### config.mk
export PLATFORM = sky130hd
export DESIGN_NAME = fetch_unit
export DESIGN_NICKNAME = d
export VERILOG_FILES = /design/src/rtl/otter_pkg.sv /design/src/rtl/fetch_skid.sv /design/src/rtl/fetch_unit.sv
export SDC_FILE = /design/constraint.sdc
export NUM_CORES = 1
export LEC_CHECK = 0
export ABC_AREA = 1
export CORE_MARGIN = 10
export CORE_UTILIZATION = 45
export CTS_BUF_LIST = sky130_fd_sc_hd__clkbuf_4 sky130_fd_sc_hd__clkbuf_8 sky130_fd_sc_hd__clkbuf_16
export DETAILED_ROUTE_END_ITERATION = 10
export PLACE_DENSITY_LB_ADDON = 0.15
export SLEW_MARGIN = 10
export SYNTH_ARGS = -nofsm -noshare
export SYNTH_HDL_FRONTEND = slang
export SYNTH_SLANG_ARGS = --single-unit
### constraint.sdc
create_clock -name CLK -period 7.3 [get_ports CLK]
set_input_delay 1.46 -clock CLK [delete_from_list [all_inputs] [get_ports CLK]]
set_output_delay 1.46 -clock CLK [all_outputs]
set_load 0.03 [all_outputs]
### src/rtl/otter_pkg.sv
// otter_pkg: shared OTTER types and constants for the fetch stage.
package otter_pkg;
    localparam logic [31:0] NOP_INSTR = 32'h0000_0013;
    typedef enum logic [1:0] {PC_PLUS4, PC_JALR, PC_BRANCH, PC_JAL} pc_src_t;
    typedef enum logic [1:0] {IDLE, REQ, DROP, FULL} fetch_state_t;
    typedef struct packed {
        logic        valid;
        logic [31:0] pc;
        logic [31:0] ir;
    } if_de_t;
    function automatic logic [31:0] align(input logic [31:0] a);
        return a & ~32'h3;
    endfunction
    function automatic logic [31:0] sat_inc(input logic [31:0] a);
        return &a ? a : a + 32'd1;
    endfunction
endpackage

### src/rtl/fetch_skid.sv
// fetch_skid: one-entry {pc, ir} holding register that catches a response arriving during a stall.
module fetch_skid (
    input  logic        CLK,
    input  logic        RST,
    input  logic        load,
    input  logic        drain,
    input  logic        clear,
    input  logic [31:0] load_pc,
    input  logic [31:0] load_ir,
    output logic        valid,
    output logic [31:0] pc,
    output logic [31:0] ir
);
    always_ff @(posedge CLK or posedge RST) begin
        if (RST) begin
            valid <= 1'b0;
            pc    <= '0;
            ir    <= '0;
        end else begin
            valid <= clear ? 1'b0 : load ? 1'b1 : drain ? 1'b0 : valid;
            if (load && !clear) begin
                pc <= load_pc;
                ir <= load_ir;
            end
        end
    end
endmodule

### src/rtl/fetch_unit.sv
// fetch_unit: OTTER IF stage -- owns the PC, fetches over imem req/ack, loads IF/DE with a one-entry skid.
// Define FETCH_PERF_EN to add saturating stall/flush/drop counters as extra outputs.
module fetch_unit #(
    parameter logic [31:0] RESET_PC  = 32'h0000_0000,
    parameter logic [31:0] NOP_INSTR = otter_pkg::NOP_INSTR
) (
    input  logic        CLK,
    input  logic        RST,
    input  logic        load_use_haz,
    input  logic        flush,
    input  logic [1:0]  pc_source,
    input  logic [31:0] jalr_addr,
    input  logic [31:0] branch_addr,
    input  logic [31:0] jal_addr,
    output logic        imem_req,
    output logic [31:0] imem_addr,
    input  logic        imem_ack,
    input  logic [31:0] imem_rdata,
    output logic        if_de_valid,
    output logic [31:0] if_de_pc,
    output logic [31:0] if_de_ir
`ifdef FETCH_PERF_EN
    ,
    output logic [31:0] perf_stall_cycles,
    output logic [31:0] perf_flush_count,
    output logic [31:0] perf_drop_count
`endif
);
    import otter_pkg::*;

    fetch_state_t state, state_n;
    pc_src_t      src;
    if_de_t       if_de, if_de_n, bubble;
    logic [31:0]  pc, pc_n, req_addr, req_addr_n, target, skid_pc, skid_ir;
    logic         ack, outstanding, issue, skid_valid, skid_load, skid_drain, skid_clear;

    assign src         = pc_src_t'(pc_source);
    assign outstanding = state == REQ || state == DROP;
    assign ack         = outstanding && imem_ack;
    assign target      = src == PC_JALR   ? align(jalr_addr)   :
                         src == PC_BRANCH ? align(branch_addr) :
                         src == PC_JAL    ? align(jal_addr)    : pc;
    assign bubble      = {1'b0, if_de.pc, NOP_INSTR};
    assign imem_req    = outstanding;
    assign imem_addr   = req_addr;
    assign if_de_valid = if_de.valid;
    assign if_de_pc    = if_de.pc;
    assign if_de_ir    = if_de.ir;

    fetch_skid skid (
        .CLK(CLK), .RST(RST), .load(skid_load), .drain(skid_drain), .clear(skid_clear),
        .load_pc(req_addr), .load_ir(imem_rdata), .valid(skid_valid), .pc(skid_pc), .ir(skid_ir)
    );

    always_ff @(posedge CLK or posedge RST) begin
        if (RST) begin
            state    <= IDLE;
            pc       <= RESET_PC;
            req_addr <= RESET_PC;
            if_de    <= {1'b0, 32'h0, NOP_INSTR};
        end else begin
            state    <= state_n;
            pc       <= pc_n;
            req_addr <= req_addr_n;
            if_de    <= if_de_n;
        end
    end

    // An unstalled cycle with nothing new to deliver inserts a bubble so decode never sees a duplicate.
    always_comb begin
        state_n    = state;
        pc_n       = pc;
        req_addr_n = req_addr;
        if_de_n    = load_use_haz ? if_de : bubble;
        issue      = 1'b0;
        skid_load  = 1'b0;
        skid_drain = 1'b0;
        skid_clear = 1'b0;
        if (flush) begin
            pc_n       = target;
            if_de_n    = bubble;
            skid_clear = 1'b1;
            state_n    = outstanding && !ack ? DROP : IDLE;
        end else begin
            case (state)
                IDLE: issue = 1'b1;
                REQ: if (ack) begin
                    if (load_use_haz || skid_valid) begin
                        skid_load = 1'b1;
                        state_n   = FULL;
                        if (!load_use_haz) if_de_n = {1'b1, skid_pc, skid_ir};
                    end else begin
                        if_de_n = {1'b1, req_addr, imem_rdata};
                        issue   = 1'b1;
                    end
                end
                DROP: if (ack) state_n = IDLE;
                FULL: if (!load_use_haz) begin
                    if_de_n    = {1'b1, skid_pc, skid_ir};
                    skid_drain = 1'b1;
                    issue      = 1'b1;
                end
                default: ;
            endcase
        end
        if (issue) begin
            req_addr_n = pc;
            pc_n       = pc + 32'd4;
            state_n    = REQ;
        end
    end

`ifdef FETCH_PERF_EN
    always_ff @(posedge CLK or posedge RST) begin
        if (RST) begin
            perf_stall_cycles <= '0;
            perf_flush_count  <= '0;
            perf_drop_count   <= '0;
        end else begin
            if (load_use_haz) perf_stall_cycles <= sat_inc(perf_stall_cycles);
            if (flush) perf_flush_count <= sat_inc(perf_flush_count);
            if (ack && (state == DROP || flush)) perf_drop_count <= sat_inc(perf_drop_count);
        end
    end
`endif
endmodule

## After elaboration in Yosys (flattened, before gate mapping)

Index checks and enable logic that the tools add are counted.
Widths: inputs -> output; s select.

| storage, ports and cells | value |
|---|---|
| word-level logic and storage cells | 66 |
| register bits after elaboration | 196 |
| output and inout bits | 98 |
| input port bits | 135 |

| operators by class | value |
|---|---|
| equality and inequality tests | 9 |
| mux-type cells | 33 |
| $add $sub $neg | 1 |
| reduce and logical (&&, ||, !) cells | 14 |

Operator list:

| kind | count |
|---|---|
| $mux 65 | 5 |
| $mux 32 | 5 |
| $pmux 65 s2 | 1 |
| $add 32x3->32 const B | 1 |
| $mux 1 | 14 |
| $mux 2 | 6 |
| $eq 2x2->1 const B | 4 |
| $ne 4x4->1 const B | 2 |
| $reduce_bool 4->1 | 2 |
| $eq 2x1->1 const B | 2 |
| $ne 4x3->1 const B | 1 |
| $pmux 2 s2 | 1 |
| $reduce_and 4->1 | 1 |
| $logic_and 1x1->1 | 3 |
| $pmux 1 s3 | 1 |
| $reduce_bool 3->1 | 1 |
| $logic_not 1->1 | 2 |
| $logic_not 2->1 | 1 |
| $logic_or 1x1->1 | 2 |
| $reduce_and 2->1 | 1 |
| $reduce_bool 2->1 | 1 |

## Logic depth before layout (Yosys ltp)

| depth | value |
|---|---|
| word-level depth | 8 |
| mapped depth | 13 |
| mapped depth without buffers | 11 |

## Modules after synthesis

A second synthesis with hierarchy kept.

| unflattened totals | value |
|---|---|
| cell total of the unflattened synthesis | 1,334 |
| area, all modules | 9,983.3 um2 |

Modules (own cells, without submodules):

| module | sequential area each (um2) | times used | cells each | area each (um2) |
|---|---|---|---|---|
| fetch_unit | 3,181.8 | 1 | 1,050 | 7,390.8 |
| fetch_skid | 1,626.6 | 1 | 284 | 2,592.5 |

## Worst setup path before layout

No wires, ideal clock.

| path | value |
|---|---|
| path type | input to register |
| start | input imem_ack |
| end | register pc[21] |
| cell stages on the path | 11 |
| data required time | 7.184 ns |
| buffers on the path | 2 |
| setup time | 0.116 ns |
| path slack | 4.757 ns |
| arrival | 2.427 ns |
| cell sequence | inv_1 -> nor2_2 -> nand3_2 -> nand2_1 -> nand3_2 -> buf_4 -> buf_6 -> o211ai_1 -> nand2_1 -> nand2_1 -> nand2_1 |

| between the ends | value |
|---|---|
| cells in the longest elaborated chain, start to end | 6 |

Ends and longest elaborated chain:

| what | RTL line | text |
|---|---|---|
| from (decl) | fetch_unit.sv:17 | `input logic imem_ack,` |
| $logic_and 1x1->1 * | fetch_unit.sv:39 | `assign ack = outstanding && imem_ack;` |
| $mux 1 * | fetch_unit.sv:87 | `REQ: if (ack) begin` |
| $pmux 1 s3 * | fetch_unit.sv:85 | `case (state)` |
| $mux 1 * | fetch_unit.sv:79 | `if (flush) begin` |
| $reduce_bool 4->1 (no line) or $reduce_bool 2->1 (tied branches) | n/a |  |
| $reduce_and 2->1 (no line) | n/a |  |
| to (signal assigned) | fetch_unit.sv:63 | `pc <= pc_n;` |
| to (decl) | fetch_unit.sv:34 | `logic [31:0] pc, pc_n, req_addr, req_addr_n, target, skid_pc, skid_ir;` |

Mark *: on every way between the ends. The rest lies on a longest branch, timed or not.
A chain may end at the register's enable or synchronous reset.

## Worst setup path after layout

| path | value |
|---|---|
| start | input imem_ack |
| end | register pc[7] |

The elaborated chain is that of the path after synthesis.

==> out/results.txt <==
Max Root-Sink Buffers: 2
die width: 176 um
Net Sw Frac: 45.5%
WP buf/inv: 4
Clock Latency Late Sink: 440 ps
IO Count: 233
crit-path leading delay family: buffers and inverters
mapped cell area: 11,000 um2
CTS Buf Count: 17
cell count after synthesis: 1,584
Detailed Place HPWL: 22,700 um
worst-path maximum fanout: 95
minimum clock period: 4640 ps
Fillers: 2,301
Unique masters post-synth: 37
largest net degree at the start of global routing: 137
CTS sink count: 190
f_max: 216 MHz
Synth Area in Compound Gates: 14.6%
port bufs: 224
Congestion Overflow GR: 0
vias after detailed routing: 10,900
root buffer cell: clkbuf_16
Critical Path Max Stage Delay: 790 ps
critical path data required time: 7620 ps
cell breakdown of the critical path: clkdlybuf4s50_1, inv_1, nor2_4, buf_4, nand3_2, nand2_1, nand3_4, inv_2, o21ai_0, nand3_1, nand2_1
Worst path slowest cell: inv_2
CTS tree: yes
worst hold path class: reg2reg
drt initial violations: 1,052
leakage power: 6.36 nW
Worst-path clk slew: 70 ps
Synth Area in Simple Gates: 31.2%
Initial Util: 45.4%
WHS: 478 ps
Total GRT Usage: 21.6%
net switching power: 2.48 mW
post-CTS setup buffer count: 0
largest family of logic cells by synthesized area: simple AND/OR/NAND/NOR gates
worst setup margin: 2660 ps
Fin Setup TNS: 0 ps
Max Clock Skew: 17.3 ps
Worst VDD drop: 0.000162 V
Die Y: 176 um
hold buffer count at CTS: 0
post_cts resized: 0
vias in the first global route: 10,700
GPL Wtd Cong: 0.915
Rel. slew slack: 23.8%
Worst setup SP type: input port
Final period util: 63.5%
Int Power: 2.97 mW
YS warnings: 0
share of power burned in registers: 35.2%
Syn-to-layout area delta: 26.5%
Tightest Pin Transition: 1140 ps
initial antenna violation count: 1
H-tree lvl count: 4
final wirelength: 34,000 um
multiplexer share of the synthesized area: 1.23%
cell mode on critical path: nand2_1
XOR/XNOR Fraction of Synth Area: 0.558%
Sequential Area: 4760 um2
sequential fraction of the synthesis area: 43.3%
Pins Over Slew Limit: 0
die area: 31,000 um2
drt wl/cell: 16.3 um
CP endpoint kind: register
NumNets Final: 1,882
Final ANT Viol Nets: 0
FF+latch count, synth: 190
DRT Pass-1 Iters: 5
Cell Pwr Density: 392 nW/um2
FP Rows: 57
Clk pwr share: 17.4%
Mean Syn Cell Area: 6.93 um2
layout cells sized above 1: 4.90%
commonest non-fill, non-tap cell in the layout: nand2_1
adder-cell area share of the yosys netlist: 0.456%
Final Hold Vio Count: 0
Remaining DRCs: 0
pre-CTS WS: 2210 ps
most frequent cells in the layout: 583 x nand2_1, 223 x clkdlybuf4s50_1, 187 x dfrtp_1
Core Area: 24,200 um2
RSZ-0062 raised after global routing: no
final setup violation count: 0
maximum capacitance violations: 0
area of the multi-input gates: 5330 um2
vias per cell: 5.24
Comb pwr share: 47.4%
critical path type: in2reg
first-pass GRT wire length: 55,300 um
Data arrival, critical path: 4960 ps
status: complete, no violations
==> synth_stat cells, drive strengths merged <==
cell type,number,share of area (%)
a211oi,1,0.068
a21oi,44,2.0
a31oi,37,2.1
and2,1,0.057
buf,56,2.9
clkbuf,42,1.4
conb,1,0.034
dfrtp,187,43
dfstp,3,0.72
ha,4,0.46
inv,121,4.2
mux2,12,1.2
nand2,584,20
nand3,87,4.1
nand3b,2,0.14
nand4,2,0.17
nor2,186,6.6
nor3,4,0.18
o2111ai,2,0.16
o211ai,36,2.5
o21ai,134,6.1
o22ai,29,1.7
o31ai,1,0.068
or2,1,0.057
xnor2,1,0.080
xor2,6,0.48
==> metal layers <==
metal | wire length [um] | global-route usage, % | up-vias
met5 | 0 | 0 | -
met4 | 403 | 5.48 | 0
met3 | 2600 | 5.49 | 27
met2 | 15400 | 35.3 | 385
met1 | 15500 | 28.1 | 5064
li1 | - | - | 5427
==> power by group through the flow <==
stage          combinational [mW]  sequential (mW)  clock (mW)
6_report                     2.58             1.92       0.946
5_1_grt                      2.88             1.98        1.01
3_3_place_gp                 2.54             1.91           0
2_1_floorplan                1.37             2.20           0
3_5_place_dp                 2.59             1.93           0
4_1_cts                      2.60             1.91       0.965
==> per-stage QoR <==
stage	utilization [%]	power [mW]	std cells	area [um2]
after floorplan	-	3.58	1585	11000
after global placement	55.0	4.46	2048	13300
after detailed placement	55.0	4.52	2048	13300
after CTS	57.4	5.48	2080	13900
after global routing	57.4	5.87	2080	13900
final	57.4	5.44	2081	13900
==> kinds of logic (layout without fill, tap and decap cells) <==
family / count (synthesis) / count (layout)
XOR/XNOR: 7 / 7
flip-flops: 190 / 190
AND/OR/NAND/NOR: 867 / 867
AO/OA/AOI/OAI: 284 / 284
buffers and inverters: 219 / 390
other: 1 / 3
adder cells (fa/ha/maj): 4 / 4
multiplexers: 12 / 12
==> flip-flops by register name, summed over array words and instances (netlist names) <==
signal	flops
if_de_ir	32
if_de_pc	32
skid.ir	32
imem_addr	30
pc	30
skid.pc	30
state	2
if_de_valid	1
skid.valid	1
==> final timing paths <==
check	startpoint	end	slack, ps	cells past startpoint
setup / recovery	imem_ack	pc[7]$_DFFE_PP0P_	2660	11
hold / removal	if_de_pc[0]$_DFFE_PP0P_	if_de_pc[0]$_DFFE_PP0P_	480	2
setup reg to reg	state[0]$_DFFE_PP0P_	pc[7]$_DFFE_PP0P_	3360	11
hold reg to reg	if_de_pc[0]$_DFFE_PP0P_	if_de_pc[0]$_DFFE_PP0P_	480	2
max in group asynchronous	RST	pc[24]$_DFFE_PP0P_	4290	3
min in group asynchronous	RST	skid.pc[5]$_DFFE_PP0P_	1610	2
==> worst reg2reg max path, delay by kind of cell, from the launching register on <==
kind | cells | cell delay [ps]
DFF | 1 | 410
adders and majority gates | 1 | 390
AOI/OAI and AO/OA | 1 | 210
and+or+nand+nor | 6 | 1300
buffers and inverters | 3 | 1510
==> layout make-up <==
type | instances | share of cell area [%]
clock inverters | 13 | 1.06
repair buffers | 237 | 16.8
diodes | 1 | 0.0180
well taps | 324 | 2.92
multi-input cells | 1176 | 38.4
clock buffers | 19 | 3.22
inverters | 121 | 3.34
flip-flops and latches | 190 | 34.3
Note: power is estimated with default switching activity, not from simulation.
